==> config.mk <==
export PLATFORM = sky130hd
export DESIGN_NAME = rr_collect_8to1
export DESIGN_NICKNAME = d
export VERILOG_FILES = /design/src/rtl/rr_collect_pkg.sv /design/src/rtl/rr_arb_8.sv /design/src/rtl/rr_collect_8to1.sv
export SDC_FILE = /design/constraint.sdc
export NUM_CORES = 1
export LEC_CHECK = 0
export CAP_MARGIN = 0
export CORE_ASPECT_RATIO = 1.75
export CORE_MARGIN = 10
export CORE_UTILIZATION = 50
export DETAILED_ROUTE_END_ITERATION = 16
export PLACE_DENSITY = 0.88
export SYNTH_ARGS = -nofsm -noshare
export SYNTH_HDL_FRONTEND = slang
export SYNTH_SLANG_ARGS = --single-unit
==> constraint.sdc <==
create_clock -name clk -period 6.8 [get_ports clk]
set_input_delay 1.36 -clock clk [delete_from_list [all_inputs] [get_ports clk]]
set_output_delay 1.36 -clock clk [all_outputs]
set_load 0.01 [all_outputs]
==> src/rtl/rr_collect_pkg.sv <==
// Shared types and sizes for the 8-to-1 round-robin collector.
package rr_collect_pkg;

    localparam int NCHAN = 8;
    localparam int SEL_W = 3;

    typedef logic [SEL_W-1:0] sel_t;
    typedef logic [NCHAN-1:0] grant_t;

endpackage

==> src/rtl/rr_arb_8.sv <==
// Combinational round-robin priority search over eight requesters.
module rr_arb_8
    import rr_collect_pkg::*;
(
    input  grant_t req,
    input  sel_t   ptr,
    output grant_t grant,
    output sel_t   gidx,
    output logic   any
);

    sel_t w_idx;

    // Search ptr, ptr+1, ... with 3-bit wrap; first hit wins.
    always_comb begin
        grant = '0;
        gidx  = '0;
        any   = 1'b0;
        w_idx = '0;
        for (int k = 0; k < NCHAN; k++) begin
            w_idx = ptr + SEL_W'(k);
            if (!any && req[w_idx]) begin
                grant[w_idx] = 1'b1;
                gidx         = w_idx;
                any          = 1'b1;
            end
        end
    end

endmodule

==> src/rtl/rr_collect_8to1.sv <==
// Eight val/rdy channels merged into one tagged stream via
// a round-robin arbiter and a one-entry registered output stage.
module rr_collect_8to1
    import rr_collect_pkg::*;
#(
    parameter int nbits = 8
) (
    input  logic                   clk,
    input  logic                   reset,
    input  logic [NCHAN-1:0]       in_val,
    output logic [NCHAN-1:0]       in_rdy,
    input  logic [NCHAN*nbits-1:0] in_msg,
    output logic                   out_val,
    input  logic                   out_rdy,
    output logic [nbits-1:0]       out_msg,
    output logic [SEL_W-1:0]       out_sel
);

    sel_t             r_ptr;
    logic             r_out_val;
    logic [nbits-1:0] r_out_msg;
    sel_t             r_out_sel;

    grant_t           w_grant;
    sel_t             w_gidx;
    logic             w_any;
    logic             w_can_accept;
    logic             w_in_xfer;
    logic [nbits-1:0] w_msgs [NCHAN];

    for (genvar c = 0; c < NCHAN; c++) begin : g_unpack
        assign w_msgs[c] = in_msg[c*nbits +: nbits];
    end

    rr_arb_8 u_arb (
        .req   (in_val),
        .ptr   (r_ptr),
        .grant (w_grant),
        .gidx  (w_gidx),
        .any   (w_any)
    );

    // Draining the register this cycle frees it for a new message.
    assign w_can_accept = !r_out_val || out_rdy;
    assign w_in_xfer    = w_any && w_can_accept;
    assign in_rdy       = w_grant & {NCHAN{w_can_accept}};

    always_ff @(posedge clk or posedge reset) begin
        if (reset) begin
            r_ptr     <= '0;
            r_out_val <= 1'b0;
            r_out_msg <= '0;
            r_out_sel <= '0;
        end else if (w_in_xfer) begin
            r_out_msg <= w_msgs[w_gidx];
            r_out_sel <= w_gidx;
            r_out_val <= 1'b1;
            r_ptr     <= w_gidx + SEL_W'(1);
        end else if (out_rdy) begin
            r_out_val <= 1'b0;
        end
    end

    assign out_val = r_out_val;
    assign out_msg = r_out_msg;
    assign out_sel = r_out_sel;

endmodule

Word level (Yosys, flattened, before mapping)
Index checks and enable logic that the tools add are counted. Widths: inputs -> output; s select.

$add $sub $neg: 8. $lt $le $gt $ge: 17. Multiplexer cells: 61. Bitwise operators: 9. Reductions and logical operators: 26.

Operators with widths (number): $mux 8 (10); $or 8x8->8 (7); $lt 3x4->1 const B (8); $mux 1 (26); $bmux 1 s3 (8); $bmux 8 s3 (1); $demux 1 s3 (8); $ge 3x1->1 const B (8); $mux 3 (8); $logic_and 1x1->1 (16); $add 3x3->3 const B (4); $and 8x8->8 (1); $logic_not 1->1 (8); $add 3x1->3 const B (2); $add 3x2->3 const B (2); $ge 4x4->1 const B (1); $not 3->4 (1); $reduce_bool 2->1 (1); $logic_or 1x1->1 (1).

Register bits after elaboration: 15. Input bits: 75. Output and inout bits: 20. Word-level logic and storage cells: 125.

Depth between registers and ports, before layout
Depth after elaboration: 28. Depth in mapped cells: 16.

Modules after synthesis
Synthesis repeated with hierarchy kept, for this count alone.

Cell total of the unflattened synthesis: 263. Area, all modules: 2542.4 µm².

By module, submodules not included: rr_arb_8 (times used 1, cells an instance 146, area an instance 1315.0 µm²); rr_collect_8to1 (times used 1, cells an instance 117, area an instance 1227.4 µm²).

Worst setup path after synthesis
No wires, ideal clock.

Path type: register to output. Start: register r_ptr[2]. End: output in_rdy[2]. Data arrival time: 3493 ps. Path slack: 1947 ps. Stages on the path, launching flop included: 14. Buffers on the path: 3. Path through: dfrtp_1 clkbuf_1 clkbuf_1 inv_1 ha_1 buf_2 mux4_2 mux2i_2 o211ai_1 nor3_1 a21oi_1 o21ai_0 nor2_1 a211oi_1.

Longest elaborated chain between the ends: 25. Elaborated cells on any way between the ends: 100. Classes of those cells: add/sub (7); order compare (16); mux (47); bitwise (8); reduce/logical (22).

Ends and longest elaborated chain: start, declared (line rr_collect_8to1.sv:19) `sel_t r_ptr;`; start signal, assigned (line rr_collect_8to1.sv:58) `r_ptr <= w_gidx + SEL_W'(1);`; parallel branches: the longest is 23 deep, another holds $lt 3x4->1; $mux 8 (*) (line rr_arb_8.sv:22) `if (!any && req[w_idx]) begin`; $and 8x8->8 (*) (line rr_collect_8to1.sv:46) `assign in_rdy = w_grant & {NCHAN{w_can_accept}};`; end, declared (line rr_collect_8to1.sv:11) `output logic [NCHAN-1:0] in_rdy,`.

Mark *: on every way between the ends. The select of a mux whose other input is x is not followed.

Worst setup path in the final report
Start: input in_val[4]. End: output in_rdy[0].

Longest elaborated chain between the ends: 25. Elaborated cells on any way between the ends: 53. Classes of those cells: mux (31); bitwise (8); reduce/logical (14).

Ends and longest elaborated chain: start, declared (line rr_collect_8to1.sv:10) `input logic [NCHAN-1:0] in_val,`; $bmux 1 s3 (line rr_arb_8.sv:22); $mux 1 (implied by the code) (line rr_arb_8.sv:22); $mux 1 (line rr_arb_8.sv:22); $logic_not 1->1 (line rr_arb_8.sv:22); $logic_and 1x1->1 (line rr_arb_8.sv:22); $mux 1 (line rr_arb_8.sv:22); $logic_not 1->1 (line rr_arb_8.sv:22); $logic_and 1x1->1 (line rr_arb_8.sv:22); (+9 left out); $mux 1 (line rr_arb_8.sv:22); $logic_not 1->1 (line rr_arb_8.sv:22); $logic_and 1x1->1 (line rr_arb_8.sv:22); $mux 1 (line rr_arb_8.sv:22); $logic_not 1->1 (line rr_arb_8.sv:22); $logic_and 1x1->1 (line rr_arb_8.sv:22); $mux 8 (*) (line rr_arb_8.sv:22); $and 8x8->8 (*) (line rr_collect_8to1.sv:46).

Mark *: on every way between the ends. The rest lies on a longest branch, timed or not. The select of a mux whose other input is x is not followed.

==> metrics.md <==
| Metric | Value |
|---|---|
| Crit-path slowest cell | mux4_2 |
| CP Capture Type | output port |
| Port Buf Inserts | 94 |
| Core area | 5020 sq um |
| Post-synth top area cell | dfrtp_1 |
| Final period util | 0.903 |
| Async SR Flop Fraction | 1.00 |
| Gr usage total | 0.214 |
| Top cell by count, worst path | clkdlybuf4s50_1 |
| Non-Filler Instances | 415 |
| Die X | 74.5 um |
| EDFF count, synth | 0 |
| CTS Buf Count | 3 |
| Yosys cell types | 58 |
| Slew Viols, Final | 0 |
| Starting Density | 0.517 |
| Count of maximum capacitance violations | 0 |
| Worst-margin pin slew | 0.978 ns |
| RR Startpoint | r_ptr[1] |
| Layout Nets | 443 |
| CTS root buf | clkbuf_8 |
| CP max FO | 8 |
| Hold path cells | 1 |
| Power Dens Cells | 663 nW/um^2 |
| WHS Endpoint | out_sel[2] |
| Final WL | 9330 um |
| Initial antenna violation count | 0 |
| Clock skew | 0.00168 ns |
| Critical Path Max Stage Delay | 0.58 ns |
| Cells after Synth | 278 |
| # fillers | 390 |
| Vias after detailed routing | 2715 |
| Vias in the first global route | 2869 |
| Setup Buffers After CTS | 0 |
| Hold_buf cts | 0 |
| Final Critical Period | 6.14 ns |
| DRT Pass-1 Iters | 7 |
| Synthesis-to-layout area growth | 37.9% |
| FF-to-FF End | out_msg[0] |
| Via density | 6.54 |
| Finished Cell Area | 3580 sq um |
| Sequential share of the synthesized area | 0.145 |
| Mean Syn Cell Area | 9.34 sq um |
| Critical Path AT | 4.78 ns |
| Worst r2r path cells | 12 |
| PostCTS Resize Cnt | 0 |
| DRC marker count from the first detailed-route iteration | 259 |
| Die Y | 115 um |
| Hold Path Class | flop to flop |
| Synthesized area | 2600 sq um |
| Peak VDD IR | 416 uV |
| GR Overflow Total | 0 |
| Status | complete, no violations |
| Headroom to the max-slew limit | 0.345 |
| Top cells by area, synth | dfrtp_1, o211a_1, mux4_2, mux2_2, a211o_1 |
| Dpl hpwl | 7670 um |
| Fmax | 163 MHz |
| Clk sink count | 15 |
| Max Root-Sink Buffers | 2 |
| Lkg Pwr | 1.69 nW |
| Full die area | 8590 sq um |
| Worst-path clk slew | 0.06 ns |
| Yosys reg bits | 15 |
| Row Count | 34 |
| Hold path startpoint | out_sel[2] |
| DRC viols | 0 |
| Pin count of the biggest net entering global routing | 23 |
| Number of hold violations in the final report | 0 |
| R2R setup slack | 1.70 ns |
| IO Count | 95 |
| Placer Congestion | 0.984 |
| CP required | 5.44 ns |
| First-pass GRT wire length | 14500 um |
| Share of post-route cells with drive strength above 1 | 0.167 |
| Antenna viol nets, final | 0 |
| Final setup violation count | 0 |
| H-tree Lvls | 1 |
| Synth warn | 0 |
| Ys flop type | dfrtp_1 |
| Dpl cells | 410 |
| RSZ-0062 raised after global routing | no |
| Syn_nets | 360 |
| WS Path Type | input port to output port |
| Synth top area share | 0.145 |
| Crit-path cells | clkdlybuf4s50_1, mux4_2, nand2b_1, a21oi_2, o211ai_1, nor3_1, a21boi_0, a211oi_1, clkdlybuf4s50_1 |
| CTS tree | done |
| Wirelength per Cell | 22.5 um |
| Type of origin of the critical path | input port |
| Worst-Skew Late Latency | 0.25 ns |
| Final setup TNS | 0 ns |
| Area post-placement | 3530 sq um |
==> metrics by stage <==
stage	worst slack [ns]	power [W]	util	hold WS, ns
floorplan	1.95	0.00179	-	0.518
global placement	0.819	0.00221	0.704	0.459
detailed placement	0.719	0.00228	0.704	0.466
CTS	0.720	0.00236	0.713	0.480
global route	0.463	0.00256	0.713	0.511
finish	0.662	0.00237	0.713	0.478
==> worst max-delay path: cells and delay by family <==
family                 cells  cell delay, ns
AOI/OAI and AO/OA          4            1.06
and+or+nand+nor            2            0.68
buffers and inverters      2            1.09
muxes                      1            0.58
==> final cells by class <==
| class | count | area, sq um | share of cell area |
|---|---|---|---|
| diodes | 1 | 2.50 | 0.000699 |
| clock buffers | 3 | 41.3 | 0.0115 |
| clock inverters | 1 | 5.00 | 0.00140 |
| inverters | 5 | 18.8 | 0.00524 |
| multi-input cells | 236 | 2080 | 0.582 |
| flip-flops and latches | 15 | 375 | 0.105 |
| well taps | 54 | 67.6 | 0.0189 |
| repair buffers | 100 | 986 | 0.275 |
==> cells in the mapped netlist (3+ instances only) <==
cell type,number
nor3_1,5
o21ai_0,10
nor2_1,24
nand2_1,18
a211oi_1,4
a21oi_1,6
o211a_1,31
inv_1,4
nor2b_1,6
a22oi_1,3
buf_2,8
a211o_1,23
clkbuf_1,9
a21o_1,4
mux2_2,19
nand3_1,3
a222oi_1,4
mux4_2,12
ha_1,7
xnor2_1,3
dfrtp_1,15
mux2_4,3
buf_6,3
mux2i_1,12
==> cells by family after synthesis <==
logic type	Yosys count	synth area share
muxes	49	0.274
AOI/OAI and AO/OA	106	0.351
and+or+nand+nor	70	0.130
DFF	15	0.145
xor gates and xnor gates	4	0.0135
buffers and inverters	27	0.0530
adders and majority gates	7	0.0337
==> worst max-delay path by stage <==
stage	from	end	slack (ns)	cells past startpoint
2_1_floorplan	r_ptr[2]	in_rdy[2]	1.95	13
3_3_place_gp	in_val[4]	in_rdy[3]	0.82	11
3_5_place_dp	in_val[1]	in_rdy[0]	0.72	11
4_1_cts	in_val[1]	in_rdy[0]	0.72	11
5_1_grt	in_val[7]	in_rdy[7]	0.46	11
6_report	in_val[4]	in_rdy[0]	0.66	9
==> routing by layer <==
layer	part of all wire	wire length [um]	up-vias	GRT usage
met3	0.044	411	36	0.0302
met2	0.55	5170	121	0.401
met1	0.36	3360	1279	0.220
met5	0	0	-	0
met4	0.042	396	0	0.105
li1	-	-	1279	-
==> report_power, final <==
group	switching, W	internal [W]
clock network	0.0000329	0.0000406
logic	0.00115	0.000988
registers	0.0000260	0.000140
==> sequential cells by signal (all words and copies together) (netlist names) <==
name     flops
r_ptr        3
out_val      1
out_sel      3
out_msg      8
==> placed cells by master, fill, tap and decap left out, drive strengths merged, types with 2 or more instances in the layout <==
cell           netlist  layout
a31oi                2       2
mux2i               14      14
nor2b                6       6
a22oi                3       3
nand2               18      18
nand3                3       3
a21oi                8       8
mux4                13      13
a222oi               4       4
nor3                 5       5
and2                 3       3
a211o               23      23
a21o                 4       4
a22o                 2       2
dfrtp               15      15
o211ai               3       3
o21ai               12      12
or2                  2       2
o211a               32      32
mux2                22      22
xnor2                3       3
clkdlybuf4s50        0      94
nand2b               2       2
a211oi               5       5
nor2                24      24
inv                  5       5
a21boi               2       2
ha                   7       7
clkbuf               9       3
buf                 13       6
Note: power is estimated with default switching activity, not from simulation.
